[config.mk]
export PLATFORM = sky130hd
export DESIGN_NAME = nibble_window_loader
export DESIGN_NICKNAME = d
export VERILOG_FILES = /design/src/rtl/nibble_window_loader_pkg.sv /design/src/rtl/nibble_window_loader_buf.sv /design/src/rtl/nibble_window_loader.sv
export SDC_FILE = /design/constraint.sdc
export NUM_CORES = 1
export LEC_CHECK = 0
export ABC_CLOCK_PERIOD_IN_PS = 5600
export CAP_MARGIN = 20
export CORE_MARGIN = 8
export CORE_UTILIZATION = 42
export CTS_CLUSTER_DIAMETER = 100
export DETAILED_ROUTE_END_ITERATION = 8
export GPL_TIMING_DRIVEN = 0
export PLACE_DENSITY_LB_ADDON = 0.05
export SYNTH_ARGS = -nofsm -noshare
export SYNTH_HDL_FRONTEND = slang
export SYNTH_SLANG_ARGS = --single-unit
export TNS_END_PERCENT = 100
[constraint.sdc]
create_clock -name clk_i -period 5.6 [get_ports clk_i]
set_input_delay 1.4 -clock clk_i [delete_from_list [all_inputs] [get_ports clk_i]]
set_output_delay 1.4 -clock clk_i [all_outputs]
set_load 0.02 [all_outputs]
[src/rtl/nibble_window_loader_pkg.sv]
// Shared widths, occupancy decode and advance/level arithmetic for the nibble window loader.
// Purely combinational helpers; no state lives here.
package nibble_window_loader_pkg;

  localparam int NIB_W     = 4;
  localparam int WIN_W     = 7;
  localparam int ADV_MAX   = 4;
  localparam int DEPTH_MIN = 2;
  localparam int DEPTH_MAX = 4;

  typedef enum logic [1:0] {
    OCC_EMPTY   = 2'd0,
    OCC_PARTIAL = 2'd1,
    OCC_READY   = 2'd2,
    OCC_FULL    = 2'd3
  } occ_e;

  // Zero is a legal "no advance"; anything beyond a nibble saturates.
  function automatic logic [2:0] sat_adv(input logic [2:0] adv);
    if (adv > 3'(ADV_MAX)) return 3'(ADV_MAX);
    return adv;
  endfunction

  function automatic logic [4:0] level_calc(input logic [2:0] count, input logic [1:0] offset);
    return {count, 2'b00} - {3'b000, offset};
  endfunction

  function automatic occ_e occ_decode(input logic [2:0] count, input logic [2:0] depth);
    if (count == 3'd0) return OCC_EMPTY;
    if (count == 3'd1) return OCC_PARTIAL;
    if (count == depth) return OCC_FULL;
    return OCC_READY;
  endfunction

endpackage

[src/rtl/nibble_window_loader_buf.sv]
// DEPTH-slot nibble shift buffer, oldest in slot 0; push/pop/flush take effect next cycle.
// No internal backpressure: the caller only pushes when not full and pops when at least two slots are held.
module nibble_window_loader_buf
  import nibble_window_loader_pkg::*;
#(
  parameter int DEPTH = 3
) (
  input  logic             clk_i,
  input  logic             rst_n_i,
  input  logic             flush_i,
  input  logic             push_i,
  input  logic             pop_i,
  input  logic [NIB_W-1:0] data_i,
  output logic [2:0]       count_o,
  output logic [WIN_W-1:0] win_o
);

  logic [NIB_W-1:0] nib_q [DEPTH];
  logic [NIB_W-1:0] nib_d [DEPTH];
  logic [2:0]       count_q, count_d;
  logic [2:0]       wr_idx;
  logic [NIB_W-1:0] win_lo;
  logic [2:0]       win_hi;

  // With a simultaneous pop everything slides down one, so the new nibble lands one slot lower.
  assign wr_idx = pop_i ? (count_q - 3'd1) : count_q;

  always_comb begin
    nib_d   = nib_q;
    count_d = count_q;
    if (flush_i) begin
      for (int i = 0; i < DEPTH; i++) nib_d[i] = '0;
      count_d = 3'd0;
    end else begin
      if (pop_i) begin
        for (int i = 0; i < DEPTH - 1; i++) nib_d[i] = nib_q[i+1];
        nib_d[DEPTH-1] = '0;
      end
      if (push_i) begin
        for (int i = 0; i < DEPTH; i++) begin
          if (3'(i) == wr_idx) nib_d[i] = data_i;
        end
      end
      count_d = count_q + {2'b00, push_i} - {2'b00, pop_i};
    end
  end

  always_ff @(posedge clk_i or negedge rst_n_i) begin
    if (!rst_n_i) begin
      for (int i = 0; i < DEPTH; i++) nib_q[i] <= '0;
      count_q <= 3'd0;
    end else begin
      nib_q   <= nib_d;
      count_q <= count_d;
    end
  end

  // Unoccupied slots read as zero regardless of what the register holds.
  assign win_lo  = (count_q >= 3'd1) ? nib_q[0] : '0;
  assign win_hi  = (count_q >= 3'd2) ? nib_q[1][2:0] : '0;
  assign win_o   = {win_hi, win_lo};
  assign count_o = count_q;

endmodule

[src/rtl/nibble_window_loader.sv]
// Feeds a 4-bit barrel shifter a 7-bit window plus bit offset; pushes and advances show up one cycle later.
// in_ready drops only when the buffer is full and never looks at out_ready; out_valid needs two nibbles held.
module nibble_window_loader
  import nibble_window_loader_pkg::*;
#(
  parameter int DEPTH = 3
) (
  input  logic             clk_i,
  input  logic             rst_n_i,
  input  logic             flush_i,
  input  logic             in_valid_i,
  output logic             in_ready_o,
  input  logic [NIB_W-1:0] in_data_i,
  output logic [WIN_W-1:0] win_o,
  output logic             s1_o,
  output logic             s0_o,
  output logic             out_valid_o,
  input  logic             out_ready_i,
  input  logic [2:0]       adv_i,
  output logic [4:0]       level_o
);

  localparam int DEPTH_C = (DEPTH < DEPTH_MIN) ? DEPTH_MIN :
                           (DEPTH > DEPTH_MAX) ? DEPTH_MAX : DEPTH;
  localparam logic [2:0] DEPTH_L = 3'(DEPTH_C);

  logic [1:0] offset_q, offset_d;
  logic [2:0] count;
  logic [2:0] sum;
  logic       push, pop, consume;
  occ_e       occ;

  assign occ         = occ_decode(count, DEPTH_L);
  assign out_valid_o = (occ == OCC_READY) || (occ == OCC_FULL);
  assign in_ready_o  = (occ != OCC_FULL);

  assign push    = in_valid_i && in_ready_o;
  assign consume = out_valid_o && out_ready_i;
  assign sum     = {1'b0, offset_q} + sat_adv(adv_i);
  // Crossing a nibble boundary retires nib[0]; the remainder in sum[1:0] is the new offset either way.
  assign pop     = consume && sum[2];

  always_comb begin
    offset_d = offset_q;
    if (flush_i)      offset_d = 2'd0;
    else if (consume) offset_d = sum[1:0];
  end

  always_ff @(posedge clk_i or negedge rst_n_i) begin
    if (!rst_n_i) offset_q <= 2'd0;
    else          offset_q <= offset_d;
  end

  nibble_window_loader_buf #(
    .DEPTH (DEPTH_C)
  ) u_buf (
    .clk_i   (clk_i),
    .rst_n_i (rst_n_i),
    .flush_i (flush_i),
    .push_i  (push),
    .pop_i   (pop),
    .data_i  (in_data_i),
    .count_o (count),
    .win_o   (win_o)
  );

  assign s1_o    = offset_q[1];
  assign s0_o    = offset_q[0];
  assign level_o = level_calc(count, offset_q);

endmodule
# == Yosys cells after proc, flatten, opt, wreduce, memory -nomap -nowiden ==
# Index checks and enable logic that the tools add are counted.
# word_totals
ff_bits,17
wordCells,54
# op_classes
muxes,27
reduce_logical,7
order_cmp,3
n_eq_ne,7
n_addsub,5
# op_table
cell,count
2-to-1 mux 12 bit,3
2-to-1 mux 2 bit,8
2-to-1 mux 4 bit,4
2-to-1 mux 3 bit,5
2-to-1 mux 1 bit,7
logical NOT 3 bit,2
subtractor 5 x 2 -> 5 bit,1
"equality test 2 bit, second input constant",2
adder 2 x 3 -> 3 bit,1
adder 3 x 1 -> 3 bit,1
"equality test 1 x 3 -> 1 bit, first input constant",1
"equality test 2 x 3 -> 1 bit, first input constant",1
"equality test 3 x 1 -> 1 bit, second input constant",1
"equality test 3 x 2 -> 1 bit, second input constant",1
">= comparator 3 x 1 -> 1 bit, second input constant",1
">= comparator 3 x 2 -> 1 bit, second input constant",1
"greater-than comparator 3 bit, second input constant",1
logical AND 1 bit,3
subtractor 3 x 1 -> 3 bit,1
"subtractor 3 x 1 -> 3 bit, second input constant",1
"!= test 2 bit, second input constant",1
nonzero test 2 bit,1
logical OR 1 bit,1

# == Depth between registers and ports, before layout ==
# Gate-level depths: netlist (run 1).
# logic_depth
depth_word,17
ltp_mapped,12
mapped_depth_nobuf,11

# == Cells and area by module ==
# From an unflattened synthesis (run 1), not the netlist that was laid out.
# unflattened
hier_cells,116
hier_area_um2,1218.7
# modules_own_cells
module,instances,area_each_um2,seq_area_each_um2,cells_each
nibble_window_loader_buf,1,967.2,375.4,89
nibble_window_loader,1,251.5,50.0,27

# == Worst setup path after synthesis (run 1) ==
# OpenSTA, ideal clock, no wires.
# synth_timing
kind,input -> register
startpoint,input port adv_i[0]
endpoint,register u_buf.count_q[2] (netlist: u_buf.count_o[2])
path_slack_ns,1.734
path_buffers,1
setup_time_ns,0.132
t_arrival_ns,3.734
cell_stages,12
cell_sequence,nor2b_1 -> ha_1 -> inv_1 -> fa_1 -> xnor2_1 -> and3_4 -> buf_2 -> ha_1 -> nand3b_1 -> fa_1 -> xnor2_1 -> nor2_1
# synth_between
elab_chain_len,7
# synth_lines
element,line_no,source
"start, declared",nibble_window_loader.sv:19,"input logic [2:0] adv_i,"
greater-than comparator 3 bit,nibble_window_loader_pkg.sv:20,if (adv > 3'(ADV_MAX)) return 3'(ADV_MAX);
2-to-1 mux 1 bit,nibble_window_loader_pkg.sv:20,
2-to-1 mux 3 bit *,nibble_window_loader_pkg.sv:21,return adv;
adder 2 x 3 -> 3 bit *,nibble_window_loader.sv:39,"assign sum = {1'b0, offset_q} + sat_adv(adv_i);"
logical AND 1 bit *,nibble_window_loader.sv:41,assign pop = consume && sum[2];
subtractor 3 x 1 -> 3 bit *,nibble_window_loader_buf.sv:44,"count_d = count_q + {2'b00, push_i} - {2'b00, pop_i};"
2-to-1 mux 3 bit *,nibble_window_loader_buf.sv:31,if (flush_i) begin
named net u_buf.count_d[2],nibble_window_loader_buf.sv:20,"logic [2:0] count_q, count_d;"
"end signal, assigned",nibble_window_loader_buf.sv:54,count_q <= count_d;
"end, declared",nibble_window_loader_buf.sv:20,
# The timed path passes the listed nets; every way through them passes the cells marked *.
# A chain may end at the register's enable or synchronous reset.

# == Worst setup path in the final report (run 1) ==
# Ends and elaborated chain as after synthesis.

==> results of run 1 <==
[worst max-delay path, cell delays in order]
cell and delay, ns:
sky130_fd_sc_hd__clkdlybuf4s50_1 0.46, sky130_fd_sc_hd__nor2b_1 0.13, sky130_fd_sc_hd__ha_1 0.14, sky130_fd_sc_hd__inv_1 0.04, sky130_fd_sc_hd__fa_1 0.37, sky130_fd_sc_hd__xnor2_1 0.29
sky130_fd_sc_hd__and3_4 0.26, sky130_fd_sc_hd__buf_2 0.25, sky130_fd_sc_hd__ha_1 0.31, sky130_fd_sc_hd__nand3b_1 0.25, sky130_fd_sc_hd__fa_1 0.42, sky130_fd_sc_hd__xnor2_1 0.14
sky130_fd_sc_hd__nor2_1 0.05
[registers in the layout, indices dropped and copies added (netlist names)]
register       cells
u_buf.nib_q       12
u_buf.count_o      3
offset_q           2
[kinds of logic after synthesis]
family | Yosys count | synth area share, %
buffers and inverters | 23 | 7.76
adder cells (fa/ha/maj) | 11 | 11.4
flip-flops | 17 | 31.8
multiplexers | 12 | 8.97
AND/OR/NAND/NOR | 36 | 16.5
AO/OA/AOI/OAI | 31 | 19.6
XOR/XNOR | 6 | 3.93
[routing by layer]
metal / track usage [%] / share of wire (%) / vias up
met5: 0 / 0 / -
met4: 2.67 / 0.54 / 0
met3: 1.79 / 2.9 / 4
met2: 23.1 / 51 / 20
met1: 15.4 / 45 / 531
li1: - / - / 544
[power breakdown]
| part | total, W | internal [W] | switching (W) | leakage, nW |
|---|---|---|---|---|
| Combinational | 0.000485 | 0.000229 | 0.000256 | 0.484 |
| Clock | 0.0000689 | 0.0000277 | 0.0000411 | 0.0150 |
| Sequential | 0.000180 | 0.000154 | 0.0000255 | 0.230 |
[layout by cell type (no fill, tap or decap), types with 2 or more instances in the layout]
master                            netlist  layout
sky130_fd_sc_hd__clkdlybuf4s50_1        0      27
sky130_fd_sc_hd__dfrtp_1               17      17
sky130_fd_sc_hd__inv_1                 15      15
sky130_fd_sc_hd__mux2i_1               12      12
sky130_fd_sc_hd__nand2b_1               9       9
sky130_fd_sc_hd__ha_1                   9       9
sky130_fd_sc_hd__a31oi_1                8       8
sky130_fd_sc_hd__a211o_1                8       8
sky130_fd_sc_hd__and2_1                 8       8
sky130_fd_sc_hd__xnor2_1                5       5
sky130_fd_sc_hd__clkbuf_1               3       4
sky130_fd_sc_hd__nor2_1                 4       4
sky130_fd_sc_hd__or3_1                  4       4
sky130_fd_sc_hd__nand2_1                4       4
sky130_fd_sc_hd__a21oi_1                3       3
sky130_fd_sc_hd__clkbuf_4               0       3
sky130_fd_sc_hd__o21bai_4               2       2
sky130_fd_sc_hd__buf_2                  2       2
sky130_fd_sc_hd__a21o_1                 2       2
sky130_fd_sc_hd__buf_4                  2       2
sky130_fd_sc_hd__o2111ai_1              2       2
sky130_fd_sc_hd__fa_1                   2       2
[final cells by class]
cell class	instances	area (um^2)
tap	44	55.1
sequential	17	425
buffer	8	47.5
multi-input combinational	96	810
clock buffer	4	26.3
timing repair buffer	27	270
inverter	15	56.3
fill	283	1360
[metrics by stage]
step	cell area (um^2)	std cells	worst slack, ns	hold slack [ns]
3_3_place_gp	1660	207	0.959	0.592
3_5_place_dp	1660	207	0.919	0.609
4_1_cts	1690	211	1.24	0.627
6_report	1690	211	1.25	0.620
5_1_grt	1690	211	1.03	0.656
2_1_floorplan	1340	136	1.73	0.580
[how the worst max path moves through the flow]
stage | startpoint | to | slack, ns | cells past startpoint
2_1_floorplan | adv_i[0] | u_buf.count_o[2] | 1.73 | 12
3_3_place_gp | adv_i[2] | u_buf.count_o[2] | 0.96 | 13
3_5_place_dp | adv_i[0] | u_buf.count_o[2] | 0.92 | 13
4_1_cts | adv_i[0] | u_buf.count_o[2] | 1.24 | 13
5_1_grt | adv_i[0] | u_buf.count_o[2] | 1.03 | 13
6_report | adv_i[0] | u_buf.count_o[2] | 1.25 | 13
==> results.txt, run 1 <==
Antenna violations before repair = 0
Chip height = 72.5 um
Clock Tree Root = sky130_fd_sc_hd__clkbuf_4
Top cell type's share of synthesized area = 31.8%
Overflow after GRT = 0
Antenna Violating Nets Remaining = 0
Global placement routability congestion = 0.750
Proportion of synthesized flip-flops having asynchronous set or reset = 100%
Cell count of the worst hold path = 2
Area growth, synth to finish = 26.3%
Maximum root-to-sink buffer count = 2
Depth of the worst register-to-register path = 11
Boundary Pins = 28
Total of flip-flops plus latches after synthesis = 17
Synth warn = 0
CP endpoint kind = flop
Normalized max-slew margin = 45.2%
Post-cts hold buffer count = 0
Status = finished clean
Dominant cell by count in the synthesized netlist = sky130_fd_sc_hd__dfrtp_1
Unrepaired setup endpoints after global routing = false
Hold Path End = offset_q[0]
Signal arrival time at the worst endpoint = 4.52 ns
Most area-hungry cell type in the Yosys netlist = sky130_fd_sc_hd__dfrtp_1
Layout Skew = 0.000769 ns
Total Negative Setup Slacks = 0 ns
Launching element type of the critical path = primary input
Number of buffers added on ports = 27
Worst Path Required = 5.77 ns
Post-DR vias/cell = 5.21
Clock transition at the register clock pins on the worst setup and hold paths after CTS = 0.10 ns
Peak clock frequency supported by timing = 230 MHz
Power after layout = 0.000733 W
Pin count of the biggest net entering global routing = 18
Average footprint of a synthesized cell = 9.84 um^2
Capturing point of the worst reg2reg path = u_buf.count_o[2]
Leak = 0.729 nW
Peak VDD IR = 0.000178 V
Class of the most critical hold timing path = reg2reg
Mapped Area = 1340 um^2
Die Wd = 72.5 um
Final layout net count = 191
Critical Setup Path Class = in2reg
Number of standard cells after synthesis = 136
Setup slack, reg-to-reg = 2.48 ns
Post-route minimum period = 4.35 ns
Worst slew pin tran = 0.820 ns
Area of the core = 3050 um^2
Post-synth EDFFs = 0
DR DRC count = 0
H-tree levels = 1
Estimated wirelength of the detail-placed design = 2470 um
Wire length of the first global-routing pass = 5310 um
Number of nets in the synthesized netlist = 159
Cell area power density = 434 nW/um^2
List of most frequent post-synthesis cells = 17 x sky130_fd_sc_hd__dfrtp_1, 15 x sky130_fd_sc_hd__inv_1, 12 x sky130_fd_sc_hd__mux2i_1, 9 x sky130_fd_sc_hd__ha_1, 9 x sky130_fd_sc_hd__nand2b_1
Number of clock sinks seen by CTS = 17
Via count = 1099
Diode insertion count for antenna repair = 0
Post-synthesis sequential area ratio = 31.8%
Post-CTS Repair Setup Buffers = 0
Number of hold violations in the final report = 0
Final core occ = 55.4%
CTS Buf Count = 3
Startpoint of the worst register-to-register path = offset_q[0]
Final setup violation count = 0
Slew Limit Fails = 0
Wire length reported by the detailed router = 3140 um
Fraction of final layout cells with drive strength greater than 1 = 8.98%
CTS tree = built
TritonRoute pass-1 iters = 4
Final period utilization = 77.7%
Die Footprint = 5250 um^2
Drt first-iter violations = 65
Clk_lat worst skew = 0.29 ns
Worst Path Max Fanout = 10
# Max-Cap Violations = 0
Synth unique cells = 35
Top FF cell, synth = sky130_fd_sc_hd__dfrtp_1
Hold wc startpoint = offset_q[0]
Overall fraction of global-route tracks in use = 12.7%
Vias in the first global route = 1120
Starting Density = 43.9%
Post-CTS Resized = 0
Top cells by area, synth = sky130_fd_sc_hd__dfrtp_1 32%, sky130_fd_sc_hd__mux2i_1 9.0%, sky130_fd_sc_hd__ha_1 8.4%
Core Rows = 20
Routed wire length per instance = 14.9 um
(Power assumes the default switching activity.)
==> run 2, diff against run 1 <==
--- a/config.mk
+++ b/config.mk
@@ -5,7 +5,7 @@
 export SDC_FILE = /design/constraint.sdc
 export NUM_CORES = 1
 export LEC_CHECK = 0
-export ABC_CLOCK_PERIOD_IN_PS = 5600
+export ABC_CLOCK_PERIOD_IN_PS = 4200
 export CAP_MARGIN = 20
 export CORE_MARGIN = 8
 export CORE_UTILIZATION = 42
==> constraint.sdc (replaced) <==
create_clock -name clk_i -period 4.2 [get_ports clk_i]
set_input_delay 1.05 -clock clk_i [delete_from_list [all_inputs] [get_ports clk_i]]
set_output_delay 1.05 -clock clk_i [all_outputs]
set_load 0.02 [all_outputs]
==> results.txt, run 2 (same netlist as run 1, synthesis figures left out) <==
Cell at the slowest stage of the critical path = sky130_fd_sc_hd__clkdlybuf4s50_1
Critical Setup Path Class = in2reg
Die Wd = 72.5 um
Count of non-filler cells in the finished layout = 211
Number of clock sinks seen by CTS = 17
Boundary Pins = 28
Area of the core = 3050 um^2
Area growth, synth to finish = 26.8%
Signal arrival time at the worst endpoint = 4.12 ns
Global placement routability congestion = 0.750
Class of the most critical hold timing path = reg2reg
Launching element type of the critical path = primary input
Core Rows = 20
Clock Tree Root = sky130_fd_sc_hd__clkbuf_4
CTS Buf Count = 3
Peak clock frequency supported by timing = 253 MHz
Die Footprint = 5250 um^2
DP Area = 1660 um^2
Normalized max-slew margin = 45.1%
Power after layout = 0.000980 W
Chip height = 72.5 um
Clk_lat worst skew = 0.29 ns
Overflow after GRT = 0
Final period utilization = 94.0%
Antenna violations before repair = 0
Cells traversed along the worst timing path = clkdlybuf4s50_1, nor2b_1, ha_1, inv_1, fa_1, xnor2_2, and3_4, buf_2, ha_1, nand3b_1, fa_1, xnor2_1, nor2_1
Worst slew pin tran = 0.821 ns
Relative contribution of sequential cells to total power = 24.5%
Largest register FFs = 12
Switching Fraction = 44.0%
Post-route minimum period = 3.95 ns
Maximum root-to-sink buffer count = 2
Overall fraction of global-route tracks in use = 12.7%
Unrepaired setup endpoints after global routing = false
Pin count of the biggest net entering global routing = 18
Routed wire length per instance = 14.9 um
Final worst slack = 0.254 ns
Final layout net count = 191
Post-CTS Resized = 0
Register containing the most flip-flops in the final layout = u_buf.nib_q
Commonest cells after routing, fill and taps aside = 27 x sky130_fd_sc_hd__clkdlybuf4s50_1, 17 x sky130_fd_sc_hd__dfrtp_1, 15 x sky130_fd_sc_hd__inv_1
Number of hold violations in the final report = 0
Worst slack at placement = -0.131 ns
Wire length reported by the detailed router = 3140 um
Hold wc startpoint = offset_q[0]
Wire length of the first global-routing pass = 5310 um
Peak VDD IR = 0.000238 V
Worst Path Required = 4.37 ns
Final core occ = 55.6%
Setup crit start = adv_i[2]
Estimated wirelength of the detail-placed design = 2470 um
Leak = 0.736 nW
Final cell area excluding filler cells = 1700 um^2
Clk network pwr share = 9.3%
Post-cts hold buffer count = 0
Slew Limit Fails = 0
Fraction of final layout cells with drive strength greater than 1 = 9.58%
Number of buffers added on ports = 27
Logic gate share of total power = 66.1%
CP endpoint kind = flop
Drt first-iter violations = 67
# Max-Cap Violations = 0
Internal power consumption = 0.000549 W
Antenna Violating Nets Remaining = 0
Net switching component of the power = 0.000431 W
Most frequent standard cell in the layout excluding fill and tap cells = sky130_fd_sc_hd__clkdlybuf4s50_1
Status = finished clean
H-tree levels = 1
DR DRC count = 0
Layout Skew = 0.00113 ns
Via count = 1112
Clock transition at the register clock pins on the worst setup and hold paths after CTS = 0.10 ns
CP peak stage delay = 0.47 ns
Diode insertion count for antenna repair = 0
Starting Density = 43.9%
Cell area power density = 577 nW/um^2
Worst Path Max Fanout = 10
Post-DR vias/cell = 5.27
Final setup violation count = 0
Placed cell count = 207
TritonRoute pass-1 iters = 4
Post-CTS Repair Setup Buffers = 0
Startpoint of the worst register-to-register path = offset_q[0]
Vias in the first global route = 1120
CTS tree = built
## run 2: worst paths after layout
kind | end | slack [ns] | cells past startpoint
worst min register to register | offset_q[0] | 0.62 | 2
min in group asynchronous | offset_q[0] | 1.22 | 1
worst max register to register | u_buf.count_o[2] | 1.15 | 11
max in group asynchronous | u_buf.count_o[2] | 2.48 | 1
worst max-delay path | u_buf.count_o[2] | 0.25 | 13
worst min-delay path | offset_q[0] | 0.62 | 2
## run 2: power by group through the flow
| stage | registers (W) | logic, W | clock network, W |
|---|---|---|---|
| after CTS | 0.000241 | 0.000655 | 0.0000947 |
| after global routing | 0.000247 | 0.000710 | 0.000100 |
| after global placement | 0.000243 | 0.000644 | 0 |
| after floorplan | 0.000239 | 0.000446 | 0 |
| after detailed placement | 0.000245 | 0.000652 | 0 |
| final | 0.000241 | 0.000648 | 0.0000916 |
## run 2: layout make-up
cell class | instances | area [um^2]
well taps | 44 | 55.1
fillers | 283 | 1360
multi-input cells | 96 | 817
plain buffers | 8 | 47.5
clock buffers | 4 | 26.3
inverters | 15 | 56.3
repair buffers | 27 | 270
flip-flops and latches | 17 | 425
## run 2: through the flow
step / hold WS, ns / TNS [ns]
after floorplan: 0.580 / 0
after global placement: 0.592 / -0.126
after detailed placement: 0.609 / -0.200
after CTS: 0.627 / 0
after global routing: 0.656 / 0
final: 0.620 / 0
## run 2: per-layer routing
| metal | track usage, % | vias up | share of wire [%] |
|---|---|---|---|
| met4 | 2.67 | 0 | 0.86 |
| met2 | 23.1 | 27 | 51 |
| met3 | 1.79 | 5 | 4.4 |
| met1 | 15.4 | 535 | 44 |
| met5 | 0 | - | 0 |
| li1 | - | 545 | - |
## run 2: worst max-delay path: cells and delay by family
kind | cells | cell delay [ns]
adder cells (fa/ha/maj) | 4 | 1.25
buffers and inverters | 3 | 0.76
AND/OR/NAND/NOR | 4 | 0.68
XOR/XNOR | 2 | 0.36
